`src/rtl/down_counter_timer_if.sv`:
```
// ---------------------------------------------------------------------------
// down_counter_timer_if
//
// Purpose: groups the control and status signals of down_counter_timer.
//
// Signal summary (directions seen from the timer, i.e. the slave modport):
//   load      in   load load_val into the count and reload registers
//   load_val  in   WIDTH-bit value captured on load
//   start     in   begin or resume counting
//   pause     in   freeze counting while running
//   q         out  current count (registered)
//   tc        out  terminal-count pulse, one cycle wide (registered)
//   busy      out  timer is in RUN or HOLD
//   done      out  timer is in DONE
//
// Handshake semantics: there is no valid/ready pairing. Every control input is
// a level sampled on each rising clock edge. The timer accepts it on that edge
// and produces no back-pressure. Outputs change only after a clock edge.
// ---------------------------------------------------------------------------
interface down_counter_timer_if #(
    parameter int WIDTH = 4
);
    logic             load;
    logic [WIDTH-1:0] load_val;
    logic             start;
    logic             pause;
    logic [WIDTH-1:0] q;
    logic             tc;
    logic             busy;
    logic             done;

    modport master (
        output load, load_val, start, pause,
        input  q, tc, busy, done
    );

    modport slave (
        input  load, load_val, start, pause,
        output q, tc, busy, done
    );
endinterface

```
`src/rtl/down_counter_timer.sv`:
```
// ---------------------------------------------------------------------------
// down_counter_timer
//
// Purpose: programmable down-counting interval timer with a prescaler.
//   - load captures a start value.
//   - start counts it down to zero at one decrement per PRESCALE cycles.
//   - tc pulses for one cycle on terminal count.
//   - busy and done report the run and finished status.
//
// Parameters:
//   WIDTH     counter width, 2..16
//   PRESCALE  clock cycles per decrement, 1..256
//
// Ports:
//   clk          in   sole clock, rising edge
//   rst          in   synchronous active-high reset
//   bus          --   down_counter_timer_if.slave (load/load_val/start/pause in;
//                     q/tc/busy/done out)
//   dbg_state_o  out  current FSM state (IDLE=0, RUN=1, HOLD=2, DONE=3)
//
// Optional feature macro: DOWN_COUNTER_TIMER_AUTORELOAD_EN
//   Defined:   a terminal tick reloads the last loaded value and keeps running,
//              unless that value is 0.
//   Undefined: one-shot only, and there is no reload register.
// ---------------------------------------------------------------------------
module down_counter_timer #(
    parameter int WIDTH    = 4,
    parameter int PRESCALE = 1
) (
    input  logic                 clk,
    input  logic                 rst,
    down_counter_timer_if.slave  bus,
    output logic [1:0]           dbg_state_o
);

    localparam int PCNT_W = (PRESCALE > 1) ? $clog2(PRESCALE) : 1;
    localparam logic [PCNT_W-1:0] PCNT_LAST = PCNT_W'(PRESCALE - 1);

    typedef enum logic [1:0] {
        ST_IDLE = 2'd0,
        ST_RUN  = 2'd1,
        ST_HOLD = 2'd2,
        ST_DONE = 2'd3
    } state_t;

    state_t            state_q, state_d;
    logic [WIDTH-1:0]  q_q, q_d;
    logic [PCNT_W-1:0] pcnt_q, pcnt_d;
    logic              tc_q, tc_d;
    logic              count_en;
`ifdef DOWN_COUNTER_TIMER_AUTORELOAD_EN
    logic [WIDTH-1:0]  reload_q, reload_d;
`endif

    always_ff @(posedge clk) begin
        if (rst) begin
            state_q  <= ST_IDLE;
            q_q      <= '0;
            pcnt_q   <= '0;
            tc_q     <= 1'b0;
`ifdef DOWN_COUNTER_TIMER_AUTORELOAD_EN
            reload_q <= '0;
`endif
        end else begin
            state_q  <= state_d;
            q_q      <= q_d;
            pcnt_q   <= pcnt_d;
            tc_q     <= tc_d;
`ifdef DOWN_COUNTER_TIMER_AUTORELOAD_EN
            reload_q <= reload_d;
`endif
        end
    end

    always_comb begin
        state_d  = state_q;
        q_d      = q_q;
        pcnt_d   = pcnt_q;
        tc_d     = 1'b0;      // tc is a pulse, so it drops unless set below
        count_en = 1'b0;
`ifdef DOWN_COUNTER_TIMER_AUTORELOAD_EN
        reload_d = reload_q;
`endif

        if (bus.load) begin
            // load wins over start and pause in every state
            q_d     = bus.load_val;
            pcnt_d  = '0;
            state_d = ST_IDLE;
`ifdef DOWN_COUNTER_TIMER_AUTORELOAD_EN
            reload_d = bus.load_val;
`endif
        end else begin
            unique case (state_q)
                ST_IDLE: begin
                    if (bus.start) begin
                        if (q_q != '0) begin
                            state_d = ST_RUN;
                            pcnt_d  = '0;
                        end else begin
                            // nothing to count, so finish immediately
                            state_d = ST_DONE;
                            tc_d    = 1'b1;
                        end
                    end
                end
                ST_RUN: begin
                    // start outranks pause. A start in RUN only keeps counting
                    // and does not restart the prescaler.
                    if (bus.pause && !bus.start) begin
                        state_d = ST_HOLD;
                    end else begin
                        count_en = 1'b1;
                    end
                end
                ST_HOLD: begin
                    // The resume edge counts. Each cycle spent in HOLD then
                    // delays terminal count by exactly one cycle.
                    if (bus.start) begin
                        state_d  = ST_RUN;
                        count_en = 1'b1;
                    end
                end
                ST_DONE: begin
                    // only load or rst leaves DONE
                end
                default: state_d = ST_IDLE;
            endcase
        end

        if (count_en) begin
            if (pcnt_q == PCNT_LAST) begin
                pcnt_d = '0;
                // RUN is entered only with q != 0, so q == 1 is the terminal tick
                if (q_q <= WIDTH'(1)) begin
                    tc_d = 1'b1;
`ifdef DOWN_COUNTER_TIMER_AUTORELOAD_EN
                    if (reload_q != '0) begin
                        q_d     = reload_q;
                        state_d = ST_RUN;
                    end else begin
                        q_d     = '0;
                        state_d = ST_DONE;
                    end
`else
                    q_d     = '0;
                    state_d = ST_DONE;
`endif
                end else begin
                    q_d = q_q - WIDTH'(1);
                end
            end else begin
                pcnt_d = pcnt_q + PCNT_W'(1);
            end
        end
    end

    assign bus.q       = q_q;
    assign bus.tc      = tc_q;
    assign bus.busy    = (state_q == ST_RUN) || (state_q == ST_HOLD);
    assign bus.done    = (state_q == ST_DONE);
    assign dbg_state_o = state_q;

endmodule

```
`src/flat_wrapper.sv`:
```
// flat-port wrapper written by rule: the top's interface ports become plain ports
module down_counter_timer_flat 
#(
    parameter int WIDTH    = 4,
    parameter int PRESCALE = 1
)
  (clk, rst, dbg_state_o, bus_load, bus_load_val, bus_start, bus_pause, bus_q, bus_tc, bus_busy, bus_done);
  down_counter_timer_if #(.WIDTH(WIDTH)) bus_i ();
  input  logic clk;
  input  logic rst;
  output logic [1:0] dbg_state_o;
  input wire logic [$bits(bus_i.load)-1:0] bus_load;
  input wire logic [$bits(bus_i.load_val)-1:0] bus_load_val;
  input wire logic [$bits(bus_i.start)-1:0] bus_start;
  input wire logic [$bits(bus_i.pause)-1:0] bus_pause;
  output wire logic [$bits(bus_i.q)-1:0] bus_q;
  output wire logic [$bits(bus_i.tc)-1:0] bus_tc;
  output wire logic [$bits(bus_i.busy)-1:0] bus_busy;
  output wire logic [$bits(bus_i.done)-1:0] bus_done;
  assign bus_i.load = bus_load;
  assign bus_i.load_val = bus_load_val;
  assign bus_i.start = bus_start;
  assign bus_i.pause = bus_pause;
  assign bus_q = bus_i.q;
  assign bus_tc = bus_i.tc;
  assign bus_busy = bus_i.busy;
  assign bus_done = bus_i.done;
  down_counter_timer #(.WIDTH(WIDTH), .PRESCALE(PRESCALE)) u_core (.clk(clk), .rst(rst), .bus(bus_i), .dbg_state_o(dbg_state_o));
endmodule
```
`config.mk`:
```
export PLATFORM = sky130hd
export DESIGN_NAME = down_counter_timer_flat
export DESIGN_NICKNAME = d
export VERILOG_FILES = /design/src/rtl/down_counter_timer_if.sv /design/src/rtl/down_counter_timer.sv /design/src/flat_wrapper.sv
export SDC_FILE = /design/constraint.sdc
export NUM_CORES = 1
export LEC_CHECK = 0
export BUFFER_PORTS_ARGS = -buffer_cell sky130_fd_sc_hd__buf_2
export CAP_MARGIN = 10
export CORE_AREA = 2 2 39 41
export CTS_CLUSTER_SIZE = 24
export DETAILED_ROUTE_END_ITERATION = 10
export DIE_AREA = 0 0 41 43
export GPL_TIMING_DRIVEN = 0
export PLACE_DENSITY = 0.68
export REMOVE_ABC_BUFFERS = 1
export SYNTH_ARGS = -nofsm -noshare
export SYNTH_HDL_FRONTEND = slang
export SYNTH_SLANG_ARGS = --single-unit
```
`constraint.sdc`:
```
create_clock -name clk -period 4.5 [get_ports clk]
set_input_delay 0 -clock clk [delete_from_list [all_inputs] [get_ports clk]]
set_output_delay 0 -clock clk [all_outputs]
set_load 0.1 [all_outputs]
```
==> results of run 1 <==
-- timing repair --
item                                   4_1_cts  5_1_grt
setup endpoints to repair                    0        0
endpoints found under the hold margin        3        0
hold buffers                                 1        0
-- sequential cells by signal, summed over array words and instances, names as in the netlist --
register and cells:
u_core.bus.q 4, u_core.dbg_state_o 2, u_core.bus.tc 1
-- metal layers --
metal	global-route usage	up-vias
li1	-	257
met1	0.175	227
met5	0	-
met4	0.0600	0
met2	0.209	18
met3	0.0471	2
-- path summary, 6_finish.rpt --
kind | from | end | slack, ps | depth (start not counted)
setup / recovery | u_core.dbg_state_o[0] | u_core.bus.q[2] | 2730 | 5
hold reg to reg | u_core.bus.q[1] | u_core.bus.q[1] | 500 | 2
hold / removal | bus_load_val[3] | u_core.bus.q[3] | 20 | 3
setup reg to reg | u_core.dbg_state_o[0] | u_core.bus.q[2] | 2730 | 5
-- power by group through the flow --
stage               Clock, mW  Combinational (mW)  Sequential [mW]
CTS                    0.0568              0.0718           0.0703
global placement            0              0.0703           0.0714
floorplan                   0              0.0313           0.0978
finish                 0.0560              0.0715           0.0701
detailed placement          0              0.0707           0.0715
global route           0.0627              0.0760           0.0709
-- placed cells by master (no fill, tap or decap), drive strengths merged, types with 2 or more instances in the layout --
| cell | count |
|---|---|
| inv | 7 |
| ha | 6 |
| nand2 | 5 |
| a31oi | 2 |
| buf | 17 |
| a311oi | 3 |
| o21ai | 3 |
| nor2 | 6 |
| clkbuf | 4 |
| dfxtp | 7 |
| a211o | 2 |
| or2 | 2 |
-- cell families (layout without fill, tap and decap cells) --
logic type | Yosys count | in the layout | share of synthesized area
simple gates | 20 | 20 | 0.208
compound gates | 18 | 18 | 0.308
flops | 7 | 7 | 0.281
buf+inv | 7 | 29 | 0.0526
fa+ha+maj | 6 | 6 | 0.150
-- metrics by stage --
| step | cell area (um2) | util | total power, mW | std cells | hold slack [ps] |
|---|---|---|---|---|---|
| after floorplan | 499 | - | 0.129 | 58 | 67.9 |
| after global placement | 604 | 0.437 | 0.142 | 91 | 228 |
| after detailed placement | 604 | 0.437 | 0.142 | 91 | 240 |
| after CTS | 641 | 0.463 | 0.199 | 96 | 21.7 |
| after global routing | 641 | 0.463 | 0.210 | 96 | 21.5 |
| final | 641 | 0.463 | 0.198 | 96 | 20.6 |
-- area by class of cell --
cell class / instances / area, um2
Fill cell: 133 / 743
Timing Repair Buffer: 18 / 95.1
Inverter: 7 / 26.3
Clock buffer: 4 / 26.3
Multi-Input combinational cell: 44 / 333
Sequential cell: 7 / 140
Tap cell: 16 / 20.0
-- tightest hold or removal path, cell delays in order --
cell and delay (ps):
sky130_fd_sc_hd__buf_2 70, sky130_fd_sc_hd__nand2_1 50, sky130_fd_sc_hd__o32ai_1 100
==> Flow_metrics.wiki, run 1 <==
{| class="wikitable"
! Metric !! Value
|-
| Run status || complete, no violations
|-
| Most used standard cells in the synthesized netlist || 7 x sky130_fd_sc_hd__dfxtp_1, 7 x sky130_fd_sc_hd__inv_1, 6 x sky130_fd_sc_hd__ha_1, 6 x sky130_fd_sc_hd__nor2_1, 5 x sky130_fd_sc_hd__nand2_1
|-
| WL final || 1010 um
|-
| Reported max-cap violation count || 0
|-
| Vias in the first global route || 433
|-
| Fin. Hold Viols || 0
|-
| Core box area || 1380 um2
|-
| Signed area change from the synthesized netlist to the final layout || 28.3%
|-
| Detailed Place HPWL || 798 um
|-
| Achievable clock frequency || 565 MHz
|-
| Syn Area/Cell || 8.61 um2
|-
| Switching power summed over all nets || 79.9 uW
|-
| Final Worst Setup Slack || 2730 ps
|-
| Die Footprint || 1760 um2
|-
| Period minus WS final || 1770 ps
|-
| Vias per cell || 5.25
|-
| Total setup violations reported at the end of the flow || 0
|-
| DR DRC count || 0
|-
| Vias || 504
|-
| Type of the most critical hold path || in -> reg
|-
| Most area-hungry cell type in the Yosys netlist || sky130_fd_sc_hd__dfxtp_1
|-
| TritonCTS sink count || 7
|-
| DR iter-0 viols || 2
|-
| Leakage power figure || 0.291 nW
|-
| Crit path DAT || 1930 ps
|-
| Port Buffer Count || 17
|-
| Cells taking the most area after synthesis || sky130_fd_sc_hd__dfxtp_1 28%, sky130_fd_sc_hd__ha_1 15%, sky130_fd_sc_hd__inv_1 5.3%
|-
| Syn Inst Count || 58
|-
| First-pass GRT wire length || 1720 um
|-
| Worst stage delay on the critical path || 440 ps
|-
| Count of inserted antenna diode cells || 0
|-
| Total of warnings raised by yosys || 0
|-
| Number of buffers on the longest clock path || 2
|-
| Total power per unit cell area || 309 nW/um2
|-
| Total iterations of the first detailed-routing run || 3
|-
| Combined global-route utilization of all metal layers || 0.140
|-
| Slowest CP cell || sky130_fd_sc_hd__or4_1
|-
| Clock root buffer master || sky130_fd_sc_hd__clkbuf_4
|-
| Relative contribution of sequential cells to total power || 0.355
|-
| Clk pin slew, worst setup/hold paths || 50 ps
|-
| Relative slew slack || 0.680
|-
| Initial antenna violation count || 0
|-
| Maximum number of pins on one net before global-route repair || 9
|-
| Worst ir drop on vdd || 0.221 mV
|-
| Max Slew Vio Count || 0
|-
| Worst Skew || 1.63 ps
|-
| Share of the clock period used by the worst path after layout || 0.393
|-
| Count of flip-flops with a built-in enable after synthesis || 0
|-
| Post-CTS Setup Repair Bufs || 0
|-
| Vertical die dimension || 43 um
|-
| Std cell rows || 14
|-
| Met1 Wirelength || 483 um
|-
| Source-to-sink clock delay at the later pin of the worst-skew pair || 250 ps
|-
| Largest delay contributor family on the critical path || simple AND/OR/NAND/NOR gates
|-
| Nature of the critical path endpoint || flop
|-
| CTS buffer count || 3
|-
| Per-cell routed wire length || 10.5 um
|-
| Clock power frac || 0.283
|-
| Power Internal || 118 uW
|-
| Category of the most critical setup path || reg -> reg
|-
| Gates resized, CTS repair || 0
|-
| Starting Density || 0.361
|-
| Switching portion of total power || 0.404
|-
| GP Congestion || 0.665
|-
| Post-Place Setup Slack || 2750 ps
|-
| Share of power burned in combinational logic || 0.362
|-
| Syn Std Cell Area || 499 um2
|-
| Required @ worst endpoint || 4660 ps
|-
| Maximum fanout along the worst path || 8
|-
| Io pins || 18
|-
| Number of unique standard cell types used by synthesis || 27
|-
| Remaining global-route overflow || 0
|-
| Die Wd || 41 um
|-
| TNS Setup || 0 ps
|-
| Max Used Layer || met4
|-
| Number of nets in the layout || 96
|-
| Number of levels in the clock H-tree || 1
|-
| Leading register cell type out of synthesis || sky130_fd_sc_hd__dfxtp_1
|-
| Cells traversed along the worst timing path || ha_1, and2b_4, o21ai_4, or4_1, a311oi_2
|-
| Met3 routed wirelength || 66 um
|-
| Startpoint kind of the worst setup timing path || flop
|-
| Buffering stage count on the worst path with inverters included || 0
|-
| Fraction of final layout cells with drive strength greater than 1 || 0.363
|-
| Fraction of synthesized cell area taken by the top area cell type || 0.281
|-
| Antenna viol nets, final || 0
|-
| Sum of met2 wire segment lengths after detailed routing || 452 um
|-
| Clock tree from TritonCTS || built
|-
| Actual transition at the worst max-transition pin || 484 ps
|-
| Proportion of synthesized chip area in sequential cells || 0.281
|-
| Register bit count reported by yosys || 7
|-
| Asr flop ratio synth || 0
|-
| RSZ-0062 raised after global routing || no
|}
No activity file was read; power rests on OpenSTA's default activity.
==> inputs of run 2 (changes only) <==
clock period = 1.7 ns   (was 4.5 ns; I/O delays follow)
==> run 2 against run 1 <==
Compared with the run above: power increased to 2.7 times the previous value; worst setup slack got worse by 2700 ps; cell count unchanged; clock-buffer cell count unchanged; clock skew increased by 1.4 ps; register-to-register slack got worse by 2700 ps; utilization grew 4.1 points; worst hold slack better by 0.93 ps; combinational power rose to 2.9 times the previous value; sequential power rose to 2.7 times the previous value; largest power group unchanged; highest routed layer unchanged.
==> Flow_metrics.wiki, run 2 (synthesis results as in run 1) <==
{| class="wikitable"
! Metric !! Value
|-
| Run status || complete, no violations
|-
| GP Congestion || 0.665 (unchanged)
|-
| Final standard cell count with taps included and fillers excluded || 96 (unchanged)
|-
| First-pass GRT wire length || 1720 um (unchanged)
|-
| Maximum number of pins on one net before global-route repair || 9 (unchanged)
|-
| Flip-flop count of the largest register, all copies and words added || 4 (unchanged)
|-
| Die Wd || 41 um (unchanged)
|-
| Vias || 516 (+2.4%)
|-
| Vertical die dimension || 43 um (unchanged)
|-
| Reported max-cap violation count || 0 (unchanged)
|-
| Max Slew Vio Count || 0 (unchanged)
|-
| Number of levels in the clock H-tree || 1 (unchanged)
|-
| Post-Route Hold Slack || 21.5 ps (+0.928 ps)
|-
| Leakage power figure || 0.298 nW (+2.5%)
|-
| Final Worst Setup Slack || 65.4 ps (-2670 ps)
|-
| Vias in the first global route || 433 (unchanged)
|-
| TritonCTS sink count || 7 (unchanged)
|-
| DR iter-0 viols || 3 (+1)
|-
| Core box area || 1380 um2 (unchanged)
|-
| Maximum fanout along the worst path || 8 (unchanged)
|-
| Buffering stage count on the worst path with inverters included || 1 (+1)
|-
| Achievable clock frequency || 612 MHz (+8.3%)
|-
| Relative contribution of sequential cells to total power || 0.347 (-0.008)
|-
| Cells traversed along the worst timing path || inv_2, ha_2, o21a_2, o21ai_4, or4_4, a311oi_2
|-
| Fin. Hold Viols || 0 (unchanged)
|-
| Io pins || 18 (unchanged)
|-
| Antenna viol nets, final || 0 (unchanged)
|-
| CTS buffer count || 3 (unchanged)
|-
| Total setup violations reported at the end of the flow || 0 (unchanged)
|-
| Power Internal || 321 uW (+170%)
|-
| Source-to-sink clock delay at the later pin of the worst-skew pair || 250 ps (about the same)
|-
| Remaining global-route overflow || 0 (unchanged)
|-
| TNS Setup || 0 ps (unchanged)
|-
| Clock root buffer master || sky130_fd_sc_hd__clkbuf_4
|-
| Clk pin slew, worst setup/hold paths || 50 ps (about the same)
|-
| Std cell rows || 14 (unchanged)
|-
| Startpoint kind of the worst setup timing path || flop
|-
| Switching power summed over all nets || 218 uW (+170%)
|-
| Detailed Place HPWL || 798 um (unchanged)
|-
| Leading cell type in the layout, fill and taps excluded || sky130_fd_sc_hd__buf_2
|-
| Switching portion of total power || 0.404 (about the same)
|-
| Area occupied by registers || 150 um2 (+7.1%)
|-
| Signed area change from the synthesized netlist to the final layout || 39.6%
|-
| Clock power frac || 0.274 (-0.009)
|-
| Category of the most critical setup path || reg -> reg
|-
| Type of the most critical hold path || in -> reg
|-
| Slowest CP cell || sky130_fd_sc_hd__or4_4
|-
| DR DRC count || 0 (unchanged)
|-
| Required @ worst endpoint || 1860 ps (-2800 ps)
|-
| Inst Count DP || 91 (unchanged)
|-
| Share of the clock period used by the worst path after layout || 0.962 (+0.568)
|-
| Port Buffer Count || 17 (unchanged)
|-
| WL final || 1080 um (+6.2%)
|-
| Count of inserted antenna diode cells || 0 (unchanged)
|-
| Combined global-route utilization of all metal layers || 0.140 (unchanged)
|-
| Relative slew slack || 0.680 (about the same)
|-
| Vias per cell || 5.38 (+2.4%)
|-
| Per-cell routed wire length || 11.2 um (+6.2%)
|-
| Initial antenna violation count || 0 (unchanged)
|-
| Fraction of final layout cells with drive strength greater than 1 || 0.513 (+0.150)
|-
| Crit path DAT || 1800 ps (-130 ps)
|-
| Number of buffers on the longest clock path || 2 (unchanged)
|-
| Area of combinational cells with multiple inputs || 379 um2 (+14%)
|-
| Die Footprint || 1760 um2 (unchanged)
|-
| Most used cells in the layout excluding fill and tap cells || 17 x sky130_fd_sc_hd__buf_2, 6 x sky130_fd_sc_hd__nor2_1, 5 x sky130_fd_sc_hd__inv_1, 5 x sky130_fd_sc_hd__nand2_1
|-
| Starting Density || 0.361 (unchanged)
|-
| Nature of the critical path endpoint || flop
|-
| Number of nets in the layout || 96 (unchanged)
|-
| Clock tree from TritonCTS || built
|-
| Largest delay contributor family on the critical path || compound AO/OA/AOI/OAI gates
|-
| Worst stage delay on the critical path || 430 ps (about the same)
|-
| Fillers || 131 (-1.5%)
|-
| Total iterations of the first detailed-routing run || 4 (+1)
|-
| Post-CTS Setup Repair Bufs || 0 (unchanged)
|-
| Actual transition at the worst max-transition pin || 483 ps (-0.414 ps)
|-
| Period minus WS final || 1630 ps (-135 ps)
|-
| Worst Skew || 3.03 ps (+1.40 ps)
|-
| Post-layout utilization of the core || 0.504 (+0.0407)
|-
| Share of power burned in combinational logic || 0.378 (+0.016)
|-
| Total power per unit cell area || 773 nW/um2 (+150%)
|-
| Worst ir drop on vdd || 0.596 mV (+170%)
|-
| Post-Place Setup Slack || -47.1 ps (-2800 ps)
|}
[run 2: cell counts in the layout (fill, tap and decap cells not counted)]
No cell type changed its count.
[run 2: layer usage]
layer  vias to the layer above  part of all wire  GRT usage  wire length, um
met2                        20              0.45      0.209              481
li1                        259                 -          -                -
met4                         0            0.0093     0.0600               10
met5                         -                 0          0                0
met3                         2             0.071     0.0471               76
met1                       235              0.47      0.175              507
[run 2: repair_timing]
action,in CTS,in global routing
hold buffers,1,0
hold endpoints to repair,3,0
setup endpoints to repair,3,3
resized for setup,3,13
[run 2: power groups by stage]
stage / clock network [mW] / registers (mW) / logic [mW]
floorplan: 0 / 0.259 / 0.0829
global placement: 0 / 0.189 / 0.186
detailed placement: 0 / 0.189 / 0.187
CTS: 0.150 / 0.187 / 0.190
global route: 0.166 / 0.189 / 0.217
finish: 0.148 / 0.187 / 0.204
[run 2: per-stage QoR]
step | instance area (um2) | total power, mW
floorplan | 499 | 0.342
global placement | 604 | 0.375
detailed placement | 604 | 0.377
CTS | 646 | 0.528
global route | 697 | 0.571
finish | 697 | 0.539
[run 2: worst reg2reg max path, cell delays in order, from the launching register on]
cell                       delay [ps]
sky130_fd_sc_hd__dfxtp_4          370
sky130_fd_sc_hd__inv_2             90
sky130_fd_sc_hd__ha_2             200
sky130_fd_sc_hd__o21a_2           150
sky130_fd_sc_hd__o21ai_4           80
sky130_fd_sc_hd__or4_4            430
sky130_fd_sc_hd__a311oi_2         240
[run 2: area by class of cell]
class	instances	area share
multi-input cells	44	0.544
repair buffers	18	0.136
inverters	7	0.0377
flip-flops and latches	7	0.215
well taps	16	0.0287
clock buffers	4	0.0377
[run 2: worst paths after layout]
check / to / startpoint / cells past startpoint / slack [ps]
hold / removal: u_core.bus.q[3] / bus_load_val[3] / 3 / 20
setup reg to reg: u_core.bus.q[2] / u_core.dbg_state_o[0] / 6 / 70
setup / recovery: u_core.bus.q[2] / u_core.dbg_state_o[0] / 6 / 70
hold reg to reg: u_core.bus.q[1] / u_core.bus.q[1] / 2 / 520
==> inputs of run 3 (changes only) <==
ABC_AREA = 1   (was not set)
PLACE_DENSITY = 0.74   (was 0.68)
==> run 3 against run 2 <==
Compared with the run above: power down 0.70%; worst hold slack improved by 39 ps; non-clock buffer count did not move; highest routed layer unchanged; via count rose by 17%; synthesized area rose by 14%; largest power group unchanged; clock-buffer cell count unchanged; largest cell class unchanged.
==> Flow_metrics.wiki, run 3 <==
{| class="wikitable"
! Metric !! Value
|-
| Clock power frac || 0.266 (-0.008)
|-
| Signed area change from the synthesized netlist to the final layout || 24.3%
|-
| Leading register cell type out of synthesis || sky130_fd_sc_hd__dfxtp_1
|-
| Antenna viol nets, final || 0 (unchanged)
|-
| Std cell rows || 14 (unchanged)
|-
| Category of the most critical setup path || reg -> out
|-
| Vias || 602 (+17%)
|-
| Source-to-sink clock delay at the later pin of the worst-skew pair || 240 ps (about the same)
|-
| Vertical die dimension || 43 um (unchanged)
|-
| Crit path DAT || 1560 ps (-240 ps)
|-
| Syn Inst Count || 92 (+59%)
|-
| Initial antenna violation count || 0 (unchanged)
|-
| Switching power summed over all nets || 221 uW (+1.5%)
|-
| Proportion of synthesized chip area in sequential cells || 0.246 (-0.0351)
|-
| Per-cell routed wire length || 9.09 um (-19%)
|-
| Nature of the critical path endpoint || output port
|-
| DR iter-0 viols || 6 (+3)
|-
| Io pins || 18 (unchanged)
|-
| Actual transition at the worst max-transition pin || 498 ps (+14.3 ps)
|-
| Most used cells in the layout excluding fill and tap cells || 25 x sky130_fd_sc_hd__nand2_1, 16 x sky130_fd_sc_hd__buf_2, 13 x sky130_fd_sc_hd__inv_1
|-
| Clock root buffer master || sky130_fd_sc_hd__clkbuf_4
|-
| Starting Density || 0.412 (+0.0515)
|-
| Leading cell type in the layout, fill and taps excluded || sky130_fd_sc_hd__nand2_1
|-
| Fraction of final layout cells with drive strength greater than 1 || 0.239 (-0.274)
|-
| Share of power burned in combinational logic || 0.387 (+0.009)
|-
| Core box area || 1380 um2 (unchanged)
|-
| Number of levels in the clock H-tree || 1 (unchanged)
|-
| Relative contribution of sequential cells to total power || 0.347 (about the same)
|-
| Clk pin slew, worst setup/hold paths || 50 ps (about the same)
|-
| Max Slew Vio Count || 0 (unchanged)
|-
| Vias per cell || 4.67 (-13%)
|-
| Asr flop ratio synth || 0 (unchanged)
|-
| Met1 Wirelength || 546 um (+7.7%)
|-
| Fillers || 160 (+22%)
|-
| Startpoint kind of the worst setup timing path || flop
|-
| Run status || complete, no violations
|-
| Worst ir drop on vdd || 0.467 mV (-22%)
|-
| Post-layout utilization of the core || 0.513 (+0.00904)
|-
| Syn Std Cell Area || 571 um2 (+14%)
|-
| CTS buffer count || 3 (unchanged)
|-
| RSZ-0062 raised after global routing || no
|-
| Cells taking the most area after synthesis || sky130_fd_sc_hd__dfxtp_1 25%, sky130_fd_sc_hd__nand2_1 16%, sky130_fd_sc_hd__ha_1 13%
|-
| Die Footprint || 1760 um2 (unchanged)
|-
| TritonCTS sink count || 7 (unchanged)
|-
| Post-route total power || 535 uW (-0.70%)
|-
| Die Wd || 41 um (unchanged)
|-
| Total power per unit cell area || 754 nW/um2 (-2.5%)
|-
| Count of flip-flops with a built-in enable after synthesis || 0 (unchanged)
|-
| Post-Route Hold Slack || 60.2 ps (+38.7 ps)
|-
| Leakage power figure || 0.389 nW (+31%)
|-
| Max Used Layer || met4
|-
| Number of nets in the layout || 129 (+34%)
|-
| Achievable clock frequency || 640 MHz (+4.6%)
|-
| Area of combinational cells with multiple inputs || 369 um2 (-2.6%)
|-
| Remaining global-route overflow || 0 (unchanged)
|-
| Required @ worst endpoint || 1700 ps (-160 ps)
|-
| Total of warnings raised by yosys || 0 (unchanged)
|-
| Vias in the first global route || 549 (+27%)
|-
| WL final || 1170 um (+9.0%)
|-
| Relative slew slack || 0.671 (-0.00948)
|-
| Fraction of synthesized cell area taken by the top area cell type || 0.246 (-0.0351)
|-
| Period minus WS final || 1560 ps (-71.7 ps)
|-
| Total iterations of the first detailed-routing run || 4 (unchanged)
|-
| Clock tree from TritonCTS || built
|-
| Reported max-cap violation count || 0 (unchanged)
|-
| Type of the most critical hold path || in -> reg
|-
| Fin. Hold Viols || 0 (unchanged)
|-
| Flip-flop count of the largest register, all copies and words added || 4 (unchanged)
|-
| Most used standard cells in the synthesized netlist || 25 x sky130_fd_sc_hd__nand2_1, 13 x sky130_fd_sc_hd__inv_1, 12 x sky130_fd_sc_hd__nand3_1
|-
| Worst Skew || 3.51 ps (+0.480 ps)
|-
| Post-CTS Setup Repair Bufs || 0 (unchanged)
|-
| GP Congestion || 0.797 (+20%)
|-
| Maximum number of pins on one net before global-route repair || 12 (+3)
|-
| Detailed Place HPWL || 988 um (+24%)
|-
| Power Internal || 314 uW (-2.2%)
|-
| Total setup violations reported at the end of the flow || 0 (unchanged)
|-
| Sum of met2 wire segment lengths after detailed routing || 600 um (+25%)
|-
| DR DRC count || 0 (unchanged)
|-
| Area occupied by registers || 140 um2 (-6.7%)
|-
| Share of the clock period used by the worst path after layout || 0.919 (-0.0422)
|-
| Most area-hungry cell type in the Yosys netlist || sky130_fd_sc_hd__dfxtp_1
|-
| Port Buffer Count || 17 (unchanged)
|-
| Maximum fanout along the worst path || 6 (-2)
|-
| Syn Area/Cell || 6.20 um2 (-28%)
|-
| Switching portion of total power || 0.413 (+0.00898)
|-
| Number of unique standard cell types used by synthesis || 15 (-44%)
|-
| Combined global-route utilization of all metal layers || 0.168 (+0.0285)
|-
| Register bit count reported by yosys || 7 (unchanged)
|-
| Number of buffers on the longest clock path || 2 (unchanged)
|-
| Met3 routed wirelength || 13 um (-83%)
|-
| Count of inserted antenna diode cells || 0 (unchanged)
|-
| Most common cell in the synthesized netlist || sky130_fd_sc_hd__nand2_1
|-
| First-pass GRT wire length || 2080 um (+21%)
|}
-- run 3: cell count changes in the layout (fill, tap and decap cells not counted), sizes merged, moves of 2 or more --
| cell | previous run | this run |
|---|---|---|
| a211o | 2 | 0 |
| a21oi | 1 | 4 |
| a311oi | 3 | 0 |
| a31oi | 2 | 0 |
| inv | 7 | 15 |
| nand2 | 5 | 28 |
| nand3 | 0 | 13 |
| nand4 | 1 | 3 |
| nor2 | 6 | 11 |
-- run 3: critical path, cell delays in order, from the launching register on --
cell                       delay (ps)
sky130_fd_sc_hd__dfxtp_1          400
sky130_fd_sc_hd__inv_1            100
sky130_fd_sc_hd__ha_1             440
sky130_fd_sc_hd__clkbuf_4         390
-- run 3: path summary, 6_finish.rpt --
kind                                            start  slack [ps]  cells past startpoint                    end
worst max register to register        u_core.bus.q[0]         250                     10        u_core.bus.q[1]
worst min-delay path                  bus_load_val[3]          60                      5        u_core.bus.q[3]
worst max-delay path            u_core.dbg_state_o[0]         140                      3               bus_busy
worst min register to register  u_core.dbg_state_o[1]         640                      4  u_core.dbg_state_o[1]
-- run 3: layer usage --
| layer | track usage | vias up |
|---|---|---|
| met1 | 0.228 | 264 |
| li1 | - | 332 |
| met2 | 0.238 | 4 |
| met3 | 0.0314 | 2 |
| met5 | 0 | - |
| met4 | 0.100 | 0 |
-- run 3: timing repair --
| item | CTS | global route |
|---|---|---|
| hold endpoints to repair | 5 | 0 |
| setup endpoints to repair | 0 | 1 |
| hold buffers | 1 | 0 |
| resized for setup | 0 | 1 |
-- run 3: cell families after synthesis --
| logic type | share of synthesized area |
|---|---|
| AO/OA/AOI/OAI | 0.0614 |
| adder cells (fa/ha/maj) | 0.132 |
| buffers and inverters | 0.107 |
| flip-flops | 0.246 |
| AND/OR/NAND/NOR | 0.454 |
-- run 3: area by class of cell --
| type | count | share of cell area |
|---|---|---|
| sequential | 7 | 0.198 |
| tap | 16 | 0.0282 |
| timing repair buffer | 18 | 0.138 |
| inverter | 15 | 0.0794 |
| clock buffer | 4 | 0.0370 |
| multi-input combinational | 69 | 0.520 |
-- run 3: metrics by stage --
stage	setup slack, ps	cells	TNS (ps)	cell area [um2]
4_1_cts	53.9	129	0	707
3_5_place_dp	250	124	0	671
6_report	137	129	0	709
2_1_floorplan	-1020	91	-7690	566
3_3_place_gp	270	124	0	671
5_1_grt	27.7	129	0	709
-- run 3: power by group through the flow --
stage / clock network (mW) / logic [mW] / registers (mW)
final: 0.142 / 0.207 / 0.186
after global placement: 0 / 0.203 / 0.188
after floorplan: 0 / 0.103 / 0.251
after global routing: 0.168 / 0.228 / 0.187
after CTS: 0.148 / 0.207 / 0.186
after detailed placement: 0 / 0.205 / 0.189
